==> src/rtl/game_session_ctrl.sv <==
// rtl/game_session_ctrl.sv - session sequencer for the note-memory game datapath
module game_session_ctrl #(
    parameter int          LIVES      = 3,
    parameter int          RST_CYCLES = 4,
    parameter int          ARM_CYCLES = 2,
    parameter int          TICK_DIV   = 5000000,
    parameter logic [31:0] LFSR_TAPS  = 32'h80200003
) (
    input  logic        clk,
    input  logic        reset,
    input  logic        start_btn,
    input  logic        miss,
    input  logic        game_end,
    output logic        game_reset,
    output logic [31:0] data_out,
    output logic        write_enable,
    output logic        game_start,
    output logic [3:0]  lives,
    output logic [7:0]  miss_count,
    output logic [7:0]  elapsed,
    output logic [2:0]  state_out,
    output logic        busy
);

    localparam int CMAX = (RST_CYCLES > ARM_CYCLES) ? RST_CYCLES : ARM_CYCLES;
    localparam int CW   = $clog2(CMAX + 1);
    localparam int TW   = $clog2(TICK_DIV + 1);

    typedef enum logic [2:0] {
        S_IDLE  = 3'd0,
        S_CLR   = 3'd1,
        S_LOAD  = 3'd2,
        S_ARM   = 3'd3,
        S_START = 3'd4,
        S_PLAY  = 3'd5,
        S_WIN   = 3'd6,
        S_LOSE  = 3'd7
    } state_t;

    state_t        state;
    logic [31:0]   lfsr;
    logic [31:0]   pattern;
    logic          start_q;
    logic [CW-1:0] cnt;
    logic [TW-1:0] tick;
    logic          start_edge;

    assign start_edge = start_btn && !start_q;
    assign state_out  = state;

    always_ff @(posedge clk or negedge reset) begin
        if (!reset) begin
            state        <= S_IDLE;
            lfsr         <= 32'h1;
            pattern      <= 32'h0;
            start_q      <= 1'b0;
            cnt          <= '0;
            tick         <= '0;
            game_reset   <= 1'b0;
            data_out     <= 32'h0;
            write_enable <= 1'b0;
            game_start   <= 1'b0;
            lives        <= 4'(LIVES);
            miss_count   <= 8'h0;
            elapsed      <= 8'h0;
            busy         <= 1'b0;
        end else begin
            // Free-running so the pattern depends on when the player presses start
            if (lfsr == 32'h0)
                lfsr <= 32'h1;
            else if (lfsr[0])
                lfsr <= (lfsr >> 1) ^ LFSR_TAPS;
            else
                lfsr <= lfsr >> 1;
            start_q      <= start_btn;
            game_reset   <= 1'b0;
            write_enable <= 1'b0;
            game_start   <= 1'b0;

            case (state)
                S_IDLE, S_WIN, S_LOSE: begin
                    if (start_edge) begin
                        state      <= S_CLR;
                        pattern    <= lfsr & 32'h7777_7777;
                        lives      <= 4'(LIVES);
                        miss_count <= 8'h0;
                        elapsed    <= 8'h0;
                        tick       <= '0;
                        cnt        <= '0;
                        game_reset <= 1'b1;
                        busy       <= 1'b1;
                    end
                end
                S_CLR: begin
                    if (cnt == CW'(RST_CYCLES - 1)) begin
                        state        <= S_LOAD;
                        cnt          <= '0;
                        write_enable <= 1'b1;
                        data_out     <= pattern;
                    end else begin
                        cnt        <= cnt + 1'b1;
                        game_reset <= 1'b1;
                    end
                end
                S_LOAD: begin
                    state <= S_ARM;
                    cnt   <= '0;
                end
                S_ARM: begin
                    if (cnt == CW'(ARM_CYCLES - 1)) begin
                        state      <= S_START;
                        game_start <= 1'b1;
                    end else begin
                        cnt <= cnt + 1'b1;
                    end
                end
                S_START: state <= S_PLAY;
                S_PLAY: begin
                    if (tick == TW'(TICK_DIV - 1)) begin
                        tick <= '0;
                        if (elapsed != 8'hFF)
                            elapsed <= elapsed + 8'd1;
                    end else begin
                        tick <= tick + 1'b1;
                    end
                    // A simultaneous miss is dropped: clearing the last note wins
                    if (game_end) begin
                        state      <= S_WIN;
                        game_reset <= 1'b1;
                        busy       <= 1'b0;
                    end else if (miss) begin
                        if (miss_count != 8'hFF)
                            miss_count <= miss_count + 8'd1;
                        lives <= lives - 4'd1;
                        if (lives == 4'd1) begin
                            state      <= S_LOSE;
                            game_reset <= 1'b1;
                            busy       <= 1'b0;
                        end
                    end
                end
                default: state <= S_IDLE;
            endcase
        end
    end

endmodule

==> config.mk <==
export PLATFORM = sky130hd
export DESIGN_NAME = game_session_ctrl
export DESIGN_NICKNAME = d
export VERILOG_FILES = /design/src/rtl/game_session_ctrl.sv
export SDC_FILE = /design/constraint.sdc
export NUM_CORES = 1
export LEC_CHECK = 0
export CAP_MARGIN = 20
export CORE_AREA = 2 2 119 98
export CTS_CLUSTER_DIAMETER = 60
export DETAILED_ROUTE_END_ITERATION = 7
export DIE_AREA = 0 0 121 100
export PLACE_DENSITY = 0.88
export SLEW_MARGIN = 0
export SYNTH_ARGS = -nofsm -noshare
export SYNTH_HDL_FRONTEND = slang
export SYNTH_SLANG_ARGS = --single-unit
==> constraint.sdc <==
create_clock -name clk -period 5.7 [get_ports clk]
set_input_delay 0.57 -clock clk [delete_from_list [all_inputs] [get_ports clk]]
set_output_delay 0.57 -clock clk [all_outputs]
set_load 0.05 [all_outputs]
After elaboration in Yosys (flattened, before gate mapping):

Cells that the tools add are included.

* eq/ne operators: 24
* mux-type cells: 43
* reduce and logical (&&, ||, !) cells: 16
* add/sub/neg operators: 5
* bitwise gates (word level): 1

Operator list (number)
* 32-bit two-way mux: 2
* 8-bit two-way mux: 6
* 23-bit two-way mux: 2
* 23-bit one-hot mux with 2 select lines: 1
* 32-bit zero test: 1
* 8-bit one-hot mux with 2 select lines: 2
* 3-bit two-way mux: 9
* 23-bit by 1-bit adder with 23-bit output, second input constant: 1
* 23-bit equality test, second input constant: 1
* 2-bit inequality test, second input constant: 9
* 3-bit one-hot mux with 6 select lines: 1
* 8-bit by 1-bit adder with 8-bit output, second input constant: 2
* 8-bit inequality test, second input constant: 2
* 1-bit two-way mux: 13
* 3-bit equality test, second input constant: 4
* 4-bit two-way mux: 3
* 3-bit one-hot mux with 4 select lines: 1
* 4-bit AND reduction: 3
* 5-bit AND reduction: 2
* 3-bit by 2-bit equality test with 1-bit output, second input constant: 3
* 4-bit one-hot mux with 2 select lines: 1
* 3-bit by 1-bit equality test with 1-bit output, second input constant: 2
* 3-bit inequality test, second input constant: 2
* 2-bit AND reduction: 3
* other kinds (13): 13

* output and inout port bits: 59
* register bits: 134
* input bits: 5
* logic and storage cells: 103

Longest topological paths before layout:

Gate-level depths: netlist of the first run.

* word-level depth: 5
* gate-level depth with buffers: 8
* depth with buffers taken out: 7

Least setup slack after synthesis of the first run:

No wires, ideal clock.

* kind: flip-flop to flip-flop
* from: register state[0], in the netlist state_out[0]
* to: register elapsed[3]
* path buffers: 0
* setup time: 0.093 ns
* data required time: 5.607 ns
* period minus slack after synthesis: 2.142 ns
* arrival: 2.049 ns
* cell stages (with the launch flop): 6
* path slack: 3.558 ns
* cell sequence: dfrtp_1 -> or4b_4 -> a21oi_4 -> o32ai_2 -> or3_4 -> o31ai_2

* longest elaborated chain between the ends: 4
* elaborated cells on any way between the ends: 11
* classes of those cells: eq/ne: 6; mux: 1; reduce/logical: 4

Ends and longest elaborated chain
* start: declaration: RTL line 40 `state_t state;`
* start signal: assignment: RTL line 53 `state <= S_IDLE;`
* start signal: assignment: RTL line 83 `state <= S_CLR;`
* start signal: assignment: RTL line 96 `state <= S_LOAD;`
* 3-bit equality test / 3-bit zero test (equally long branches): RTL line 80 `case (state)`
* 3-bit OR reduction: RTL line 80
* 2-bit inequality test (no source line) / 2-bit nonzero test (equally long branches)
* 4-bit AND reduction (no source line)
* end signal: assignment: RTL line 122 `elapsed <= elapsed + 8'd1;`
* end: declaration: RTL line 20 `output logic [7:0] elapsed,`

Parallel ways exist; a longest one is shown, timed or not.
A chain may end at the register's enable or synchronous reset.

Final worst setup path of the first run:

* from: register state[1], in the netlist state_out[1]
* to: register tick[22]

* longest elaborated chain between the ends: 4
* elaborated cells on any way between the ends: 9
* classes of those cells: eq/ne: 4; mux: 1; reduce/logical: 4

Ends and longest elaborated chain
* 3-bit equality test / 3-bit zero test (equally long branches): RTL line 80
* 3-bit OR reduction: RTL line 80
* 2-bit inequality test (no source line) / 2-bit nonzero test (equally long branches)
* 2-bit AND reduction (no source line)
* end signal: assignment: RTL line 124 `tick <= tick + 1'b1;`
* end: declaration: RTL line 45 `logic [TW-1:0] tick;`

Parallel ways exist; a longest one is shown, timed or not.

==> impl_metrics.csv, run 1 <==
group,metric,value,unit
status,run_status,"complete, but fails checks",
status,violations,"DRC",
cells_and_area,area_growth,19.17,%
timing,fin_ws,3117,ps
power,p_comb_frac,0.316,
timing,fin_crit_sh,0.4531,
cts,cts_buffers,17,
critical_path,path_depth,5,
worst_hold_path,min_path_type,"primary input to async pin",
cells_and_area,diodes,0,
power,p_int,0.002287,W
cells_and_area,drive_gt1_frac,0.1236,
timing,fin_crit,2583,ps
critical_path,path_class,"flop to flop",
timing,worst_slew_pin_slew,951.2,ps
floorplanning,chipWidth,121,um
detailed_routing,drtPass1Iterations,8,
cts,insertion_delay,420,ps
power,ir_drop,0.3880,mV
cts,cts_num_sinks,134,
logic_synthesis,synth_cell_types,63,
grt,grt.total_usage,0.2340,
critical_path,path_cells,"and3b_1, o21a_1, buf_16, or3b_2, nand3_1",
critical_path,reg2reg_depth,5,
logic_synthesis,ys_warn_count,0,
timing,rsz0062_at_grt,"no",
timing,finalSetupTns,0,ps
critical_path,end_kind,"flop",
cts,cts.path.max_buffers,2,
logic_synthesis,synth_top_area_cell,"dfrtp_1",
power,power_leakage,3.179,nW
logic_synthesis,async_reset_ff_frac,1.000,
detailed_routing,wl,13350,um
placement,io_buffers,55,
critical_path,crit_arrival,2930,ps
cells_and_area,fillCellCount,776,
floorplanning,core_area,11080,um2
logic_synthesis,avgSynthCellArea,10.16,um2
grt,grt_pass1_wl,22360,um
grt,antenna_found_initial,0,
logic_synthesis,ys.flop_type,"dfrtp_1",
detailed_routing,drtIter0Drc,531,
timing,timing.hold.ws,276.3,ps
cts,hold_buffers,0,
cells_and_area,fin_cells,779,
power,p_sw,0.001402,W
critical_path,cpMaxStageDelayCell,"and3b_1",
cells_and_area,regArea,3357,um2
critical_path,crit_path_start_kind,"flop",
grt,grt_max_degree,78,
floorplanning,initial_utilization,0.5426,
cells_and_area,final_area,7164,um2
logic_synthesis,post_synth_instance_area,6012,um2
run,drv_cap,0,
power,pwr-share-clk,0.297,
logic_synthesis,synth_area_leaders,"dfrtp_1 55%, nand2_1 6.8%, mux2_2 4.7%",
detailed_routing,wl_per_cell,17.13,um
critical_path,crit_family,"simple AND/OR/NAND/NOR gates",
cts,post_cts_buffers,0,
cells_and_area,multi_input_area,2356,um2
critical_path,max_stage_delay,610,ps
power,swShare,0.3800,
timing,final_max_slew_viol_count,0,
logic_synthesis,ys_seq_area_frac,0.5584,
timing,setup_viol,0,
placement,placed_cell_area,6529,um2
critical_path,cp.required,6050,ps
logic_synthesis,synth_edf_count,0,
cts,root_buffer,"clkbuf_16",
detailed_routing,detail_route.vias_per_cell,5.969,
placement,detailed_place_hpwl,8377,um
critical_path,crit_fanout,26,
cts,cts_tree,"done",
cells_and_area,final_nets,634,
timing,fmax,387.2,MHz
floorplanning,die_y,100,um
cts,htreeDepth,4,
detailed_routing,drcViolationCount,1,
floorplanning,design.portCount,64,
critical_path,cp_num_buf_inv,1,
detailed_routing,antenna_left,0,
placement,dp.cells,746,
logic_synthesis,syn_inst,592,
floorplanning,num_rows,35,
floorplanning,dieArea,12100,um2
logic_synthesis,post-synth-top-area-fraction,0.5453,
cts,post_cts_resized,0,
power,power_density,515.0,nW/um2
timing,finalClockSkew,8.888,ps
detailed_routing,dr_total_vias,4650,
timing,hold_viol_final,0,
grt,grt_pass1_vias,4572,
placement,pre_cts_ws,2801,ps
cts,clkTransAtPathRegs,50,ps
placement,gp_congestion,0.9631,
timing,relSlewSlack,0.3659,
power,p_seq_frac,0.387,
logic_synthesis,ys_seq_elements,134,
grt,grt_remaining_overflow,0,
## power groups by stage
| stage | clock [W] | combinational, W | sequential (W) |
|---|---|---|---|
| after floorplan | 0 | 0.000493 | 0.00171 |
| after global placement | 0 | 0.00110 | 0.00142 |
| after detailed placement | 0 | 0.00114 | 0.00143 |
| after CTS | 0.00110 | 0.00116 | 0.00142 |
| after global routing | 0.00115 | 0.00125 | 0.00146 |
| final | 0.00109 | 0.00117 | 0.00143 |
## layout by cell type (no fill, tap or decap), types with 4 or more instances in the layout
cell type        Yosys  layout
dfrtp_1            131     131
nor4b_1              4       4
inv_1               16      16
nand4_1              9       9
nand3_1             20      20
nand2_1            109     109
a31oi_1             23      23
mux2_2              25      25
o21ai_0             30      30
a21oi_1             29      29
conb_1               1       8
nor4_1               7       7
buf_4                8       4
clkbuf_16            0      17
and4_1               7       7
clkdlybuf4s50_1      0      54
and3_1               8       8
nor2_1              24      23
nand2b_1             6       6
nor3_1               9       9
ha_1                10      10
## worst reg2reg max path, stage by stage (launching register included)
cell     delay [ps]
dfrtp_1         540
and3b_1         610
o21a_1          590
buf_16          230
or3b_2          460
nand3_1          90
## per-stage QoR
step             util  power [W]
2_1_floorplan       -   0.002203
3_5_place_dp   0.5893   0.002574
3_3_place_gp   0.5893   0.002521
5_1_grt        0.6466   0.003866
6_report       0.6466   0.003689
4_1_cts        0.6428   0.003685
## flip-flops by register name, indices dropped and copies added, names as in the netlist, 3 cells and up
| signal | flops |
|---|---|
| cnt | 3 |
| state_out | 3 |
| lives | 4 |
| tick | 23 |
| pattern | 24 |
| data_out | 24 |
| elapsed | 8 |
| lfsr | 32 |
| miss_count | 8 |
## kinds of logic after synthesis
logic type | share of synthesized area
XOR/XNOR | 0.005828
AO/OA/AOI/OAI | 0.1186
other | 0.0006238
adder cells (fa/ha/maj) | 0.02081
flip-flops | 0.5584
buffers and inverters | 0.05453
multiplexers | 0.04849
AND/OR/NAND/NOR | 0.1927
## final cells by class
cell class | instances | share of cell area
Multi-Input combinational cell | 390 | 0.3289
Tap cell | 148 | 0.02585
Timing Repair Buffer | 60 | 0.08557
Inverter | 16 | 0.008383
Sequential cell | 134 | 0.4686
Clock inverter | 9 | 0.01659
Clock buffer | 22 | 0.06619
## layer usage
layer  up-vias  track usage  wire length [um]
li1       2113            -                 -
met1      2322       0.3067              5752
met2       187       0.3807              6557
met3        28      0.04716               739
met4         0       0.1038               296
met5         -            0                 0
## synth_stat cells (6+ instances only)
master and number:
a21oi_1 29, inv_1 16, o21ai_0 30, and4_1 7
a31oi_1 23, buf_4 8, nand2_1 109, nor2_1 24
ha_1 10, mux2_2 25, nor4_1 7, dfrtp_1 131
nand2b_1 6, nand4_1 9, and3_1 8, clkbuf_1 42
nor3_1 9, nand3_1 20, buf_2 7
## final timing paths
kind                       slack [ps]    startpoint         end
max                              3120  state_out[1]    tick[22]
max reg2reg                      3120  state_out[1]    tick[22]
min                               280         reset  game_start
min in group clk                  390      lfsr[27]    lfsr[26]
min reg2reg                       390      lfsr[27]    lfsr[26]
max in group asynchronous        4110         reset    lfsr[25]
Power figures use the tool's default switching activity.
==> run 2: changes to the inputs <==
==> constraint.sdc (replaced) <==
create_clock -name clk -period 2.4 [get_ports clk]
set_input_delay 0.24 -clock clk [delete_from_list [all_inputs] [get_ports clk]]
set_output_delay 0.24 -clock clk [all_outputs]
set_load 0.05 [all_outputs]
==> run 2 against run 1 <==
The flow now finishes without violations; die area stayed put; largest cell class unchanged; register-to-register slack got worse by 2900 ps; clock skew fell by 1.1 ps.
==> impl_metrics.csv, run 2 (synthesis results as in run 1) <==
group,metric,value,unit
critical_path,reg2reg_depth,6,
placement,pre_cts_ws,183.3,ps
cells_and_area,diodes,0,
cts,clkTransAtPathRegs,60,ps
cts,insertion_delay,420,ps
cts,post_cts_resized,0,
critical_path,ff2ff_setup_slack,190,ps
grt,grt_max_degree,48,
timing,timing.hold.ws,308.8,ps
critical_path,path_class,"flop to flop",
cells_and_area,regArea,3357,um2
timing,finalClockSkew,7.825,ps
cells_and_area,multi_input_area,2356,um2
floorplanning,num_rows,35,
run,drv_cap,0,
floorplanning,core_area,11080,um2
power,p_int,0.005495,W
timing,hold_viol_final,0,
detailed_routing,antenna_left,0,
grt,grt_remaining_overflow,0,
cts,cts.path.max_buffers,2,
placement,io_buffers,55,
timing,setup_viol,0,
cts,htreeDepth,4,
cells_and_area,fin_cells,792,
power,p_sw,0.003368,W
critical_path,r2r_end,"tick[20]",
power,power_density,1222,nW/um2
detailed_routing,drtIter0Drc,376,
status,run_status,"finished clean",
grt,grt_pass1_vias,4677,
timing,fin_crit_sh,0.9211,
placement,detailed_place_hpwl,8747,um
timing,final_max_slew_viol_count,0,
timing,fmax,452.3,MHz
cells_and_area,reg_top3,"lfsr x32, data_out x24, pattern x24",
placement,dp.cells,759,
detailed_routing,drtPass1Iterations,6,
critical_path,cp.required,2690,ps
detailed_routing,detail_route.vias_per_cell,5.890,
power,pwr-share-clk,0.300,
floorplanning,initial_utilization,0.5426,
critical_path,worstReg2RegStart,"tick[1]",
cells_and_area,drive_gt1_frac,0.1398,
timing,fin_ws,189.3,ps
critical_path,crit_fanout,5,
power,ir_drop,0.7814,mV
grt,antenna_found_initial,0,
timing,rsz0062_at_grt,"no",
floorplanning,dieArea,12100,um2
placement,gp_congestion,0.8704,
detailed_routing,wl_per_cell,17.00,um
cells_and_area,area_growth,20.62,%
timing,worst_slew_pin_slew,765.9,ps
timing,relSlewSlack,0.4875,
detailed_routing,drcViolationCount,0,
power,power_leakage,3.241,nW
critical_path,crit_path_start_kind,"flop",
cts,root_buffer,"clkbuf_16",
cells_and_area,final_nets,646,
grt,grt_pass1_wl,22940,um
timing,fin_crit,2211,ps
floorplanning,die_y,100,um
cells_and_area,finish.utilization,0.6545,
critical_path,end_kind,"flop",
detailed_routing,dr_total_vias,4665,
cells_and_area,layout_commonest_cell,"dfrtp_1",
cells_and_area,mostFrequentLayoutCells,"131 x dfrtp_1, 109 x nand2_1, 54 x clkdlybuf4s50_1, 30 x o21ai_0, 29 x a21oi_1",
detailed_routing,wl,13460,um
timing,finalSetupTns,0,ps
cells_and_area,fillCellCount,816,
floorplanning,design.portCount,64,
cts,cts_buffers,17,
grt,grt.total_usage,0.2415,
power,p_comb_frac,0.319,
cells_and_area,regMostFlops,"lfsr",
power,p_seq_frac,0.381,
critical_path,crit_arrival,2500,ps
cts,cts_tree,"done",
power,swShare,0.3800,
worst_hold_path,min_path_type,"primary input to async pin",
cells_and_area,largest_register_ff_count,32,
floorplanning,chipWidth,121,um
cts,cts_num_sinks,134,
[run 2: changes by cell type in the layout (fill, tap and decap cells not counted), sizes merged]
cell / previous run / this run
dlygate4sd3: 0 / 1
bufinv: 2 / 3
clkbuf: 22 / 19
inv: 18 / 21
buf: 6 / 17
[run 2: worst max-delay path by stage]
stage                      end  cells after the start          from
CTS                   tick[20]                      6       tick[0]
floorplan           elapsed[3]                      5  state_out[0]
global placement    elapsed[3]                      6     start_btn
detailed placement  elapsed[4]                      6     start_btn
finish                tick[20]                      6       tick[1]
global route          tick[20]                      6       tick[1]
[run 2: layout make-up]
class | instances | area share
Sequential cell | 134 | 0.4629
Tap cell | 148 | 0.02553
Multi-Input combinational cell | 390 | 0.3249
Clock inverter | 13 | 0.02346
Timing Repair Buffer | 72 | 0.09524
Inverter | 16 | 0.008282
Clock buffer | 19 | 0.05970
[run 2: worst max-delay path, stage by stage, from the launching register on]
cell	delay (ps)
dfrtp_1	390
ha_1	250
nand4_1	180
or4_1	580
or3_1	350
a21oi_1	210
o21ai_0	120
[run 2: power groups by stage]
| stage | logic [W] | clock network (W) | registers [W] |
|---|---|---|---|
| floorplan | 0.00117 | 0 | 0.00406 |
| global placement | 0.00271 | 0 | 0.00334 |
| detailed placement | 0.00280 | 0 | 0.00338 |
| CTS | 0.00284 | 0.00268 | 0.00336 |
| global route | 0.00305 | 0.00280 | 0.00345 |
| finish | 0.00282 | 0.00266 | 0.00338 |
[run 2: metal layers]
layer / global-route usage / vias to the layer above / routed length [um]
li1: - / 2137 / -
met1: 0.3182 / 2291 / 5650
met2: 0.3894 / 199 / 6618
met3: 0.05511 / 38 / 836
met4: 0.1011 / 0 / 358
met5: 0 / - / 0
[run 2: metrics by stage]
stage	power, W	area, um2
finish	0.008863	7252
global route	0.009307	7252
CTS	0.008882	7252
detailed placement	0.006178	6639
global placement	0.006048	6639
floorplan	0.005232	6038
[run 2: timing repair]
action,in CTS,in global routing
endpoints found under the setup margin,0,0
endpoints found under the hold margin,32,0
setup buffers,0,0
hold buffers,1,0
